**src/rtl/mips_multicycle_seq.sv**
```systemverilog
// rtl/mips_multicycle_seq.sv - multicycle MIPS sequencer: PC, FSM, decode and next-PC
module mips_multicycle_seq #(
    parameter int                unsigned PC_W = 32,
    parameter logic [PC_W-1:0]   RESET_PC = 128,
    parameter int                unsigned MAX_INSTR = 0,
    parameter int                unsigned CNT_W = 16,
    parameter int                unsigned HALT_ON_ILLEGAL = 1
) (
    input  logic              clk,
    input  logic              reset,
    input  logic [31:0]       ins,
    input  logic              zero,
    output logic [PC_W-1:0]   pc,
    output logic              RegDst,
    output logic              RegWrite,
    output logic              ALUSrc,
    output logic [2:0]        op,
    output logic              MemRead,
    output logic              MemWrite,
    output logic              MemToReg,
    output logic              halted,
    output logic              illegal,
    output logic [CNT_W-1:0]  retired
);

    typedef enum logic [2:0] {
        S_FETCH,
        S_DECODE,
        S_EXEC,
        S_WB,
        S_HALT
    } state_t;

    state_t            state, state_next;
    logic [31:0]       ir;
    logic              zflag;

    logic              lv_regdst, lv_regwrite, lv_alusrc;
    logic [2:0]        lv_op;
    logic              lv_memread, lv_memwrite, lv_memtoreg;

    logic              d_legal;
    logic              d_regdst, d_regwrite, d_alusrc;
    logic [2:0]        d_op;
    logic              d_memread, d_memwrite, d_memtoreg;

    logic [PC_W-1:0]   pcp4, br_off, next_pc;
    logic [CNT_W-1:0]  retired_inc;
    logic              max_hit;
    logic              levels_on;

    always_comb begin
        d_legal    = 1'b1;
        d_regdst   = 1'b0;
        d_regwrite = 1'b0;
        d_alusrc   = 1'b0;
        d_op       = 3'd0;
        d_memread  = 1'b0;
        d_memwrite = 1'b0;
        d_memtoreg = 1'b0;
        case (ir[31:26])
            6'h00: begin
                d_regdst   = 1'b1;
                d_regwrite = 1'b1;
                case (ir[5:0])
                    6'h20:   d_op = 3'd2;
                    6'h22:   d_op = 3'd6;
                    6'h24:   d_op = 3'd0;
                    6'h25:   d_op = 3'd1;
                    6'h2A:   d_op = 3'd7;
                    default: d_legal = 1'b0;
                endcase
            end
            6'h08: begin
                d_regwrite = 1'b1;
                d_alusrc   = 1'b1;
                d_op       = 3'd2;
            end
            6'h23: begin
                d_regwrite = 1'b1;
                d_alusrc   = 1'b1;
                d_op       = 3'd2;
                d_memread  = 1'b1;
                d_memtoreg = 1'b1;
            end
            6'h2B: begin
                d_alusrc   = 1'b1;
                d_op       = 3'd2;
                d_memwrite = 1'b1;
            end
            6'h04:   d_op = 3'd6;
            6'h02:   d_op = 3'd2;
            default: d_legal = 1'b0;
        endcase
        // Illegal words decode to a NOP so nothing leaks out when execution continues.
        if (!d_legal) begin
            d_regdst   = 1'b0;
            d_regwrite = 1'b0;
            d_alusrc   = 1'b0;
            d_op       = 3'd0;
            d_memread  = 1'b0;
            d_memwrite = 1'b0;
            d_memtoreg = 1'b0;
        end
    end

    always_comb begin
        pcp4   = pc + PC_W'(4);
        br_off = {{(PC_W-18){ir[15]}}, ir[15:0], 2'b00};
        next_pc = pcp4;
        if (ir[31:26] == 6'h04 && zflag) begin
            next_pc = pcp4 + br_off;
        end else if (ir[31:26] == 6'h02) begin
            next_pc        = pcp4;
            next_pc[27:0]  = {ir[25:0], 2'b00};
        end
        retired_inc = (&retired) ? retired : retired + CNT_W'(1);
        max_hit     = (MAX_INSTR != 0) && (retired_inc == CNT_W'(MAX_INSTR));
    end

    always_comb begin
        state_next = state;
        case (state)
            S_FETCH:  state_next = S_DECODE;
            S_DECODE: state_next = (!d_legal && HALT_ON_ILLEGAL != 0) ? S_HALT : S_EXEC;
            S_EXEC:   state_next = S_WB;
            S_WB:     state_next = max_hit ? S_HALT : S_FETCH;
            S_HALT:   state_next = S_HALT;
            default:  state_next = S_HALT;
        endcase
    end

    always_ff @(posedge clk or posedge reset) begin
        if (reset) begin
            state       <= S_FETCH;
            pc          <= RESET_PC;
            ir          <= '0;
            zflag       <= 1'b0;
            retired     <= '0;
            illegal     <= 1'b0;
            lv_regdst   <= 1'b0;
            lv_regwrite <= 1'b0;
            lv_alusrc   <= 1'b0;
            lv_op       <= 3'd0;
            lv_memread  <= 1'b0;
            lv_memwrite <= 1'b0;
            lv_memtoreg <= 1'b0;
        end else begin
            state <= state_next;
            case (state)
                S_FETCH: ir <= ins;
                S_DECODE: begin
                    lv_regdst   <= d_regdst;
                    lv_regwrite <= d_regwrite;
                    lv_alusrc   <= d_alusrc;
                    lv_op       <= d_op;
                    lv_memread  <= d_memread;
                    lv_memwrite <= d_memwrite;
                    lv_memtoreg <= d_memtoreg;
                    if (!d_legal) begin
                        illegal <= 1'b1;
                    end
                end
                S_EXEC: zflag <= zero;
                S_WB: begin
                    pc      <= next_pc;
                    retired <= retired_inc;
                end
                default: ;
            endcase
        end
    end

    // Outputs are gated by state so an async reset clears the strobes in the same timestep.
    always_comb begin
        levels_on = (state == S_EXEC) || (state == S_WB);
        RegDst    = levels_on && lv_regdst;
        ALUSrc    = levels_on && lv_alusrc;
        op        = levels_on ? lv_op : 3'd0;
        MemRead   = levels_on && lv_memread;
        MemToReg  = levels_on && lv_memtoreg;
        RegWrite  = (state == S_WB) && lv_regwrite;
        MemWrite  = (state == S_WB) && lv_memwrite;
        halted    = (state == S_HALT);
    end

endmodule

```
**config.mk**
```make
export PLATFORM = sky130hd
export DESIGN_NAME = mips_multicycle_seq
export DESIGN_NICKNAME = d
export VERILOG_FILES = /design/src/rtl/mips_multicycle_seq.sv
export SDC_FILE = /design/constraint.sdc
export NUM_CORES = 1
export LEC_CHECK = 0
export BUFFER_PORTS_ARGS = -buffer_cell sky130_fd_sc_hd__buf_2
export CAP_MARGIN = 30
export CORE_ASPECT_RATIO = 0.9
export CORE_MARGIN = 4
export CORE_UTILIZATION = 35
export CTS_CLUSTER_SIZE = 25
export DETAILED_ROUTE_END_ITERATION = 10
export GPL_TIMING_DRIVEN = 0
export PLACE_DENSITY = 0.55
export SYNTH_ARGS = -nofsm -noshare
export SYNTH_HDL_FRONTEND = slang
export SYNTH_SLANG_ARGS = --single-unit
```
**constraint.sdc**
```tcl
create_clock -name clk -period 4.55 [get_ports clk]
set_input_delay 0.91 -clock clk [delete_from_list [all_inputs] [get_ports clk]]
set_output_delay 0.91 -clock clk [all_outputs]
set_load 0.05 [all_outputs]
```
[Word-level counts from Yosys, hierarchy flattened]
Index checks and enable logic that the tools add are counted.
Storage, ports and cells
  output and inout port bits: 59
  flip-flop bits (word level): 93
  logic and storage cells: 68
  input bits: 35
Cells by class
  add/subtract/negate cells: 3
  reduce and logical (&&, ||, !) cells: 17
  eq/ne operators: 14
  muxes and demuxes: 20
  bitwise operators: 2
Operators with widths (count)
  equality test 6 bit (second input constant): 7
  adder 32 x 3 -> 32 bit (second input constant): 1
  adder 32 bit: 1
  2-to-1 mux 32 bit: 1
  2-to-1 mux 28 bit: 1
  one-hot mux 3 bit (4 select lines): 2
  adder 16 x 1 -> 16 bit (second input constant): 1
  AND reduction 16 bit: 1
  2-to-1 mux 1 bit: 11
  OR reduction 5 bit: 2
  2-to-1 mux 3 bit: 3
  one-hot mux 3 bit (3 select lines): 1
  equality test 3 x 2 -> 1 bit (second input constant): 2
  equality test 6 x 2 -> 1 bit (second input constant): 1
  equality test 6 x 3 -> 1 bit (second input constant): 1
  equality test 6 x 4 -> 1 bit (second input constant): 1
  logical AND 1 bit: 6
  logical NOT 6 bit: 1
  OR reduction 3 bit: 2
  AND reduction 2 bit: 2
  OR reduction 4 bit: 1
  equality test 3 x 1 -> 1 bit (second input constant): 1
  equality test 3 bit (second input constant): 1
  logical NOT 3 bit: 1
  other kinds (3): 4

[Depth between registers and ports, before layout]
  depth after elaboration: 6
  gate-level depth with buffers: 16
  depth with buffers taken out: 14

[Least setup slack after synthesis]
Ideal clock, no wire load.
  path type: reg-to-reg
  start: register pc[8]
  end: register pc[31]
  arrival time: 4.031 ns
  setup time: 0.072 ns
  buffers on the path: 1
  clock period less this slack: 4.103 ns
  required time: 4.478 ns
  cell stages (with the launch flop): 15
  slack: 0.447 ns
  cell sequence: dfrtp_1 and4_4 nand4_4 or3_1 buf_2 nor2_4 and3_4 xor2_1 ha_1 and4_1 a221oi_1 mux2_2 nor3_2 mux2_1 nand4_1
On the way
  word-level cells in the longest chain between the ends: 3
RTL lines
  start, declared: RTL line 13  | output logic [PC_W-1:0] pc,
  start signal, assigned: RTL line 166  | pc <= next_pc;
  adder 32 x 3 -> 32 bit (*): RTL line 108  | pcp4 = pc + PC_W'(4);
  adder 32 bit: RTL line 112  | next_pc = pcp4 + br_off;
  2-to-1 mux 32 bit (*): RTL line 111  | if (ir[31:26] == 6'h04 && zflag) begin
Every way passes the cells marked *; elsewhere a longest branch is shown, timed or not.
A chain may end at the register's enable or synchronous reset.

[Worst setup path after layout]
  start: register pc[7]
  end: register pc[31]
Same word-level chain as after synthesis.

==> summary by stage <==
Clocking
TritonCTS built the clock tree. The buffer depth of the longest clock path is 2. The number of clock sinks is 91. Clock-pin slew was measured on the worst setup and hold paths at 0.07 ns. The number of buffers inserted during clock tree synthesis is 9. The number of buffers added to fix hold violations after cts is 0.

The worst-skew pair later-pin latency is 0.35 ns. Once the clock tree was built, the setup fixing pass inserted 0 buffers. The count of cells resized by post-cts repair is 0. The library cell used as clock root buffer is clkbuf_16.

The number of H-tree branching levels is 3.

Min path
The worst hold path terminates at illegal. The startpoint identified for the worst hold timing path is illegal. Along the worst hold path, the cell count comes to 1. The class of the most critical hold timing path is register to register.

Timing
Setup violations remaining at the end of the flow were counted as 0. The final critical-path share of the clock period is 93.7%. On the final layout, the worst clock skew is about 0.0068 ns. The maximum operating frequency is 235 MHz. The final max-slew violation count is 0. The clock period minus final worst setup slack is ~4.3 ns. The worst hold margin is 0.468 ns.

The final-report hold violation count came to 0. The tightest slew margin relative to the limit is 35.7%. Setup repair after global routing left no endpoint under its margin. The summed negative setup slack over all endpoints is 0 ns. For the pin with the worst max-slew slack, the measured transition is between 0.9 and 1 ns.

Die
In this run the core area contains 47 standard-cell rows. The I/O pin count is 94. The effective utilization at floorplan is 36.2%. In this run the standard cell core region covers approximately 19000 µm². The die span in y is around 140 µm. The die extent in x is 155 µm. The die covers around 22000 µm².

Routing
The average wire per standard cell is around 18 µm. The total length of routed wires is 20.1 mm. The routed layout has 6223 vias.

The count of TritonRoute iterations in the first routing pass is 5. The via density per instance is 5.54. The remaining number of nets flagged by the antenna check after routing is 0.

The starting DRC count in detailed routing is 473. The DRC violation count after routing is 0.

Critical path
The largest fanout of any net on the critical path is 10. The slowest library cell on the worst path is dfstp_2. The critical path goes through and4_1 -> buf_4 -> nand2_1 -> or3_1 -> buf_2 -> nor2_4 -> xor2_1 -> ha_1 -> clkbuf_1 -> a21oi_1 -> o21ai_1 -> a221oi_1 -> mux2_2 -> nor3_2 -> mux2_1 -> nand4_1. STA classifies the critical path startpoint as a register. The worst flop-to-flop path startpoint is pc[7]. The highest cell delay on the worst timing path is approximately 0.56 ns.

Data arrives at the worst endpoint at 4.55 ns. Together, buffers and inverters on the worst path number 3. The depth of the worst register-to-register path is 16. The setup check on the worst reg-to-reg path leaves a slack of 0.29 ns. The kind of cell adding the most delay to the critical path is simple AND/OR/NAND/NOR gates.

The worst setup path is captured at a register. The worst flop-to-flop path endpoint is pc[31]. The endpoint required time on the critical path is 4.84 ns. The worst setup path category is register to register.

Yosys
The fraction of the mapped netlist area in compound gates is about a fifth. The largest area contributor in the netlist is dfrtp_1. In the post-synthesis netlist, the biggest area contributors are dfrtp_1, ha_1, xnor2_1, mux2_2, nand2_1. The synthesized netlist devotes 7.31% of its cell area to adder and majority cells.

The synthesized design devotes to its leading area cell type 33.2% of total area. The dominant synthesized flop cell is dfrtp_1. The number of storage elements in the synthesis netlist is 91. By area, the combinational part of the netlist is dominated by simple AND/OR/NAND/NOR gates.

The per-instance average area after synthesis is about 8.8 µm². The simple-gate portion of the synthesized area is 21.7%. The count of flip-flops with a built-in enable after synthesis is 0. During synthesis, Yosys emitted a total of 0 warnings. After Yosys synthesis, XOR and XNOR cells account for 8.79% of the synthesized area.

Synthesis instantiated 81 different standard cells from the library. The cell area that synthesis handed to floorplanning was 6770 µm². The share of cell area taken by muxes after synthesis is 5.95%.

The synthesized instance count is 770. Of the synthesized area, sequential elements account for 33.6%. The post-synthesis async set-or-reset flop share is 100%.

Place
Port buffering added 91 buffers. The HPWL after detailed placement is 15.7 mm. The weighted congestion at the end of routability-driven global placement is ~0.88.

Global route
The global-route wire length before repair is 32.6 mm. The number of antenna violations at the first check in global routing is 0. The global routing usage summed across all routing layers is 18.8%.

The via count of the first global-routing pass was 5852. The largest net degree at the start of global routing is 64. After global routing the overflow that remains totals 0.

Cells and area
0 antenna diodes ended up in the layout. The library cells used most frequently in the layout, excluding fill and tap cells, are buf_2, dfrtp_1, nand2_1. Of the cells placed in the final design, the portion with a size suffix greater than 1 is between 20% and 30%. The library cell used most frequently in the layout, excluding fill and tap cells, is buf_2. The layout overhead on the synthesized area is 16.2%. The post-layout net count is 948.

Power
Summed over all cells, the static leakage comes to 0.00365 µW. The peak ir drop on the vdd network is about 0.00020 V. For this design the ratio of total power to cell area is 312 nW/µm².

Run
The max-cap check violation count is 0.

Outcome
The flow ran to the end, and the final reports show no timing, DRC or antenna violations.
==> worst register-to-register path: stages (launching register included) <==
cell      delay [ns]
dfstp_2         0.56
and4_1          0.19
buf_4           0.15
nand2_1         0.14
or3_1           0.33
buf_2           0.17
nor2_4          0.13
xor2_1          0.20
ha_1            0.27
clkbuf_1        0.21
a21oi_1         0.16
o21ai_1         0.09
a221oi_1        0.46
mux2_2          0.40
nor3_2          0.32
mux2_1          0.35
nand4_1         0.07
==> per-stage QoR <==
| step | cells | total power, µW | util (%) | worst slack, ns | instance area [µm²] |
|---|---|---|---|---|---|
| floorplan | 771 | 1520 | - | 0.447 | 6780 |
| global placement | 1107 | 1700 | 40.3 | -0.0378 | 7540 |
| detailed placement | 1108 | 1710 | 40.5 | 0.243 | 7570 |
| CTS | 1124 | 2480 | 42.1 | 0.207 | 7860 |
| global route | 1124 | 2610 | 42.1 | 0.00271 | 7870 |
| finish | 1124 | 2450 | 42.1 | 0.288 | 7870 |
==> metal layers <==
metal | wire length [µm] | up-vias | track usage (%)
met5 | 0 | - | 0
met4 | 297 | 0 | 4.41
met3 | 1230 | 21 | 3.27
met2 | 8780 | 193 | 27.9
met1 | 9850 | 3007 | 28.4
li1 | - | 3002 | -
==> synth_stat cells (7+ instances only) <==
| cell | count |
|---|---|
| nand3_1 | 22 |
| dfrtp_1 | 90 |
| nor3_1 | 21 |
| and3_1 | 12 |
| o21ai_1 | 17 |
| o21ai_0 | 55 |
| buf_2 | 11 |
| xor2_1 | 25 |
| nand2_1 | 74 |
| xnor2_1 | 43 |
| a21o_1 | 16 |
| a31oi_1 | 12 |
| nor2_1 | 70 |
| and2_1 | 13 |
| clkbuf_1 | 23 |
| inv_1 | 13 |
| nand4_1 | 20 |
| ha_1 | 38 |
| mux2_2 | 33 |
| a21oi_1 | 44 |
| o211ai_1 | 7 |
==> report_power, final <==
| part | internal [µW] | switching, µW |
|---|---|---|
| clock network | 398 | 358 |
| registers | 897 | 120 |
| logic | 289 | 393 |
| total | 1580 | 871 |
==> state kept, by name (all words and copies together) (netlist names), 3 cells and up <==
register  cells
retired      16
lv_op         3
ir           32
pc           30
state         3
==> final cells by class <==
type / count / area [µm²]
timing repair buffer: 92 / 483
clock buffer: 10 / 239
clock inverter: 6 / 55.1
buffer: 42 / 190
tap: 245 / 307
multi-input combinational: 625 / 4270
inverter: 13 / 51.3
fill: 1906 / 10800
sequential: 91 / 2280
==> worst max path at each step <==
stage                     start  endpoint  slack, ns  cells after the start
after global placement    reset     ir[7]      -0.04                      2
after CTS                 pc[8]    pc[31]       0.21                     14
after floorplan           pc[8]    pc[31]       0.45                     14
after global routing      pc[7]    pc[31]      0.003                     16
final                     pc[7]    pc[31]       0.29                     16
after detailed placement  pc[7]    pc[31]       0.24                     15
==> kinds of logic after synthesis <==
group	Yosys count
compound gates	197
simple gates	283
buf+inv	55
xor+xnor	68
fa+ha+maj	39
other cells	1
flops	91
mux	36
Power figures use the tool's default switching activity.
